<file path="src/rtl/reg_file_sb.sv">
// Parametrised register file with optional hardwired-zero register, write-to-read
// bypass and a per-register pending scoreboard that flags read-after-load hazards.
module reg_file_sb #(
   parameter int DATA_W   = 8,
   parameter int ADDR_W   = 3,
   parameter bit ZERO_REG = 1'b0,
   parameter bit BYPASS   = 1'b1
) (
   input  logic              CLK,
   input  logic              RESET,
   input  logic [DATA_W-1:0] IN,
   input  logic [ADDR_W-1:0] INADDR,
   input  logic              WRITEEN,
   input  logic              BUSYWAIT,
   input  logic [ADDR_W-1:0] OUT1ADD,
   input  logic [ADDR_W-1:0] OUT2ADD,
   output logic [DATA_W-1:0] OUT1,
   output logic [DATA_W-1:0] OUT2,
   input  logic              MARKEN,
   input  logic [ADDR_W-1:0] MARKADDR,
   output logic              HAZARD,
   output logic [ADDR_W:0]   PEND_CNT
);
   localparam int DEPTH = 2**ADDR_W;

   logic [DATA_W-1:0] regs [DEPTH];
   logic [DEPTH-1:0]  pend;
   logic [DEPTH-1:0]  pend_next;
   logic [ADDR_W:0]   cnt_next;
   logic              wcommit;
   logic              mcommit;
   logic              w_eff;
   logic              m_eff;
   logic              mark_over_write;
   logic [ADDR_W-1:0] rd_addr [2];
   logic [DATA_W-1:0] rd_data [2];
   logic [1:0]        rd_pend;

   assign wcommit = WRITEEN & ~BUSYWAIT & ~RESET;
   assign mcommit = MARKEN & ~BUSYWAIT & ~RESET;
   assign w_eff   = wcommit & ~(ZERO_REG && (INADDR == '0));
   assign m_eff   = mcommit & ~(ZERO_REG && (MARKADDR == '0));

   // Mark is applied after the write so a new load supersedes an old writeback.
   always_comb begin
      pend_next = pend;
      if (w_eff) pend_next[INADDR] = 1'b0;
      if (m_eff) pend_next[MARKADDR] = 1'b1;
      cnt_next = '0;
      for (int i = 0; i < DEPTH; i++)
         cnt_next = cnt_next + {{ADDR_W{1'b0}}, pend_next[i]};
   end

   always_ff @(posedge CLK) begin
      if (RESET) begin
         for (int i = 0; i < DEPTH; i++) regs[i] <= '0;
         pend     <= '0;
         PEND_CNT <= '0;
      end else begin
         if (w_eff) regs[INADDR] <= IN;
         pend     <= pend_next;
         PEND_CNT <= cnt_next;
      end
   end

   assign rd_addr[0]      = OUT1ADD;
   assign rd_addr[1]      = OUT2ADD;
   assign mark_over_write = mcommit & (MARKADDR == INADDR);

   always_comb begin
      for (int p = 0; p < 2; p++) begin
         rd_data[p] = regs[rd_addr[p]];
         rd_pend[p] = pend[rd_addr[p]];
         if (BYPASS && wcommit && (INADDR == rd_addr[p])) begin
            rd_data[p] = IN;
            if (!mark_over_write) rd_pend[p] = 1'b0;
         end
         if (ZERO_REG && (rd_addr[p] == '0)) begin
            rd_data[p] = '0;
            rd_pend[p] = 1'b0;
         end
      end
   end

   assign OUT1   = rd_data[0];
   assign OUT2   = rd_data[1];
   assign HAZARD = ~RESET & (|rd_pend);

endmodule

</file>
<file path="config.mk">
export PLATFORM = sky130hd
export DESIGN_NAME = reg_file_sb
export DESIGN_NICKNAME = d
export VERILOG_FILES = /design/src/rtl/reg_file_sb.sv
export SDC_FILE = /design/constraint.sdc
export NUM_CORES = 1
export LEC_CHECK = 0
export CORE_MARGIN = 2
export CORE_UTILIZATION = 23
export DETAILED_ROUTE_END_ITERATION = 12
export GPL_ROUTABILITY_DRIVEN = 0
export SLEW_MARGIN = 20
export SYNTH_ARGS = -nofsm -noshare
export SYNTH_HDL_FRONTEND = slang
export SYNTH_SLANG_ARGS = --single-unit
</file>
<file path="constraint.sdc">
create_clock -name CLK -period 6.01 [get_ports CLK]
set_input_delay 1.202 -clock CLK [delete_from_list [all_inputs] [get_ports CLK]]
set_output_delay 1.202 -clock CLK [all_outputs]
set_load 0.005 [all_outputs]
</file>
==> metrics list <==
- Status: finished, final reports clean
- Port-buffer cells: 45
- Post-CTS timing repair inserted 0 buffers for setup.
- Count of standard-cell rows: 51
- Setup repair after global routing missed its margin: no
- Number of nets in the final layout: 405
- Cells after synthesis: 331
* Half-perimeter wire length after placement: 8916 um
- Busiest layer in global routing: met2
* Synthesis warning total: 0
- Clock latency reported for the late side of the worst-skew pair: 0.33 ns
* GR met2 Demand/Resource: 20.28%
* Normalized max-slew margin: 39.36%
- Worst path cell trace: clkdlybuf4s50_1 > xnor2_1 > nand4_2 > o21ai_1 > a21oi_2 > clkdlybuf4s50_1
* DIE WIDTH: 143.8 um
* Sum of negative setup slack: 0 ns
- M1 GR Usage: 17.42%
* Antenna violations before repair: 0
- Among all flip-flop cells after synthesis, the most frequent one is sky130_fd_sc_hd__edfxtp_1.
- Hold repair after CTS inserted 0 buffers.
- Portion of the post-synthesis area used by sequential elements: 48.07%
- The critical path starts at OUT2ADD[2].
- Core footprint: 0.01933 mm2
- Max-capacitance violation count: 0
- In the final routed layout, each cell accounts on average for 19.34 um.
* Power density relative to cell area: 245.0 mW/mm2
* Number of enable-type register cells in the synthesized netlist: 64
- DRC: 0
* Die ar.: 0.02069 mm2
* Delay contributed by the slowest stage of the critical path: 0.88 ns
- 0 antenna diodes ended up in the layout.
- Synth Register Bits: 76
* Final standard cell utilization of the core: 28.46%
- After detailed routing, the total wire length is 12430 um.
- The worst path uses 84.56% of the clock period.
- The placed instances occupy a cell area of 0.005210 mm2.
* Fraction of registers with async set/reset: 0%
- The critical path contains buffers and inverters numbering 2 combined.
- TritonCTS clock tree: done
- In this run the most critical hold path is launched from pend[4]$_SDFF_PP0_.
- In this run the vertical extent of the chip is 143.8 um.
* Leakage power: 2.084 nW
- Min Tclk post-route: 5.082 ns
- Clock tree synthesis inserted a total of 9 buffers.
* Startpoint Class: primary input
- Required time reported for the critical path endpoint: 4.81 ns
- Global routing usage summed across all routing layers: 12.64%
- The first global-routing pass estimated 19300 um of wire.
* Endpoint kind of the worst setup timing path: primary output
* Number of nets with antenna violations after routing: 0
- Maximum resistive drop on vdd: 0.0001789 V
* Root buf cell: sky130_fd_sc_hd__clkbuf_16
* Pin count of the biggest net entering global routing: 29
- 46 I/O pins were placed.
- Pre-antenna DRT Iters: 5
- Max-slew violation total from the final report: 0
* Synthesized cell area: 0.004498 mm2
- The detailed router finished its first iteration with 229 violations.
* Longest Clk Path Bufs: 2
- Ratio of cells with drive above 1 in the final layout: 16.93%
- Met3 Usage GRT: 3.199%
- Using the TritonRoute via totals, the vias-per-cell ratio works out to 4.689.
* Post-cts sizing count: 0
* Syn_nets: 363
- Derived from the worst setup path, the maximum achievable clock frequency is 0.1968 GHz.
- After clock tree synthesis, the clock-pin slew on the worst setup and hold paths is 0.06 ns.
- In this design, the critical path's most frequently occurring cell is sky130_fd_sc_hd__clkdlybuf4s50_1.
- For this design, the sink count on the clock tree is 76.
- Crit-path max FO: 17
- Via count of the routed design: 3015
* Crit Path Class: in -> out
* Remaining global-route overflow: 0
- Critical path's top delay family: buffers and inverters
* Clk_skew: 0.0007087 ns
- Final setup violating endpoints: 0
- STA puts the critical path data arrival time at 3.88 ns.
* Average instance area after synthesis: 13.59 um2
- CTS H-tree depth: 3
- Final hold violation count: 0
* Area added between synthesis and finish: 22.34%
* Type of the most critical hold path: reg -> reg
- In this run the critical register-to-register path is launched from pend[0]$_SDFF_PP0_.
* Number of unique standard cell types used by synthesis: 38
* Effective utilization at floorplan: 23.26%
* Cell type of the slowest stage on the worst timing path: sky130_fd_sc_hd__clkdlybuf4s50_1
- Total power draw: 1.348 mW
- For the pin with the worst max-slew slack, the measured transition is 0.9067 ns.
- Vias in the first global route: 3179
* Summed area of non-filler cells in the final layout: 0.005503 mm2
path summary, 6_finish.rpt:
check / cells past startpoint / endpoint / slack [ns]
max: 6 / HAZARD / 0.93
min reg2reg: 2 / pend[4]$_SDFF_PP0_ / 0.61
min: 2 / pend[4]$_SDFF_PP0_ / 0.61
max reg2reg: 11 / PEND_CNT[2]$_SDFF_PP0_ / 2.95
synthesized netlist by cell type (all sizes together), types with 3 or more instances:
master	number	area, um2
a21oi	18	93.84
a22o	4	35.03
and2	17	106.4
and3	50	312.8
buf	18	126.4
clkbuf	7	26.28
dfxtp	12	240.2
edfxtp	64	1922
fa	4	80.08
ha	3	37.54
inv	6	22.52
mux2i	16	160.2
mux4	36	837.1
nand2	6	22.52
nand2b	8	50.05
nor2	24	90.09
nor2b	9	56.30
nor3b	3	27.52
xnor2	9	86.34
per-stage QoR:
step | worst slack, ns | hold slack (ns) | cells
2_1_floorplan | 1.671 | 0.4970 | 331
3_3_place_gp | 0.8575 | 0.5732 | 627
3_5_place_dp | 0.7927 | 0.5877 | 627
4_1_cts | 0.9401 | 0.6026 | 643
5_1_grt | 0.7020 | 0.6258 | 643
6_report | 0.9282 | 0.6120 | 643
kinds of logic after synthesis:
group	share of synthesized area (%)
fa+ha+maj	2.615
xor+xnor	2.114
mux	22.67
flops	48.07
buf+inv	3.894
simple gates	16.75
compound gates	3.894
layout by cell type (no fill, tap or decap), drive strengths merged, types with 2 or more instances in the layout:
| cell type | instances |
|---|---|
| ha | 3 |
| mux2 | 2 |
| nand2b | 8 |
| a32oi | 2 |
| clkbuf | 10 |
| nand2 | 6 |
| nor2b | 9 |
| clkinvlp | 2 |
| fa | 4 |
| o21ai | 2 |
| a22o | 4 |
| dfxtp | 12 |
| edfxtp | 64 |
| and2 | 17 |
| mux2i | 16 |
| clkdlybuf4s50 | 45 |
| a21oi | 18 |
| inv | 7 |
| nand4 | 2 |
| buf | 11 |
| and3 | 50 |
| nor3b | 3 |
| mux4 | 36 |
| a22oi | 2 |
| xnor2 | 9 |
| clkinv | 2 |
| nor2 | 24 |
| nand3 | 2 |
registers in the layout, indices dropped and copies added, names as in the netlist:
name	cells
regs	64
PEND_CNT	4
pend	8
worst reg2reg max path: stages, from the launching register on:
cell,delay (ns)
sky130_fd_sc_hd__dfxtp_1,0.34
sky130_fd_sc_hd__a22o_1,0.25
sky130_fd_sc_hd__fa_1,0.56
sky130_fd_sc_hd__inv_1,0.05
sky130_fd_sc_hd__fa_1,0.46
sky130_fd_sc_hd__fa_1,0.47
sky130_fd_sc_hd__inv_1,0.06
sky130_fd_sc_hd__ha_1,0.16
sky130_fd_sc_hd__inv_1,0.05
sky130_fd_sc_hd__fa_1,0.37
sky130_fd_sc_hd__xor2_1,0.15
sky130_fd_sc_hd__nor2_1,0.09
final cells by class:
| cell class | instances | area [um2] |
|---|---|---|
| inverter | 6 | 22.52 |
| timing repair buffer | 56 | 533.0 |
| fill | 1979 | 13830 |
| clock inverter | 6 | 63.81 |
| sequential | 76 | 2162 |
| clock buffer | 10 | 229.0 |
| multi-input combinational | 224 | 2161 |
| tap | 265 | 331.6 |
routing by layer:
layer | part of all wire [%] | wire length (um)
met5 | 0 | 0
met4 | 0.88 | 110
met3 | 11 | 1307
met2 | 47 | 5819
met1 | 42 | 5195
where the power goes:
part	internal [mW]	total [mW]	leakage (nW)	switching, mW
logic	0.107	0.207	1.24	0.0996
registers	0.598	0.611	0.707	0.0127
clock network	0.321	0.530	0.139	0.209
total	1.03	1.35	2.08	0.321
(Power assumes the default switching activity.)
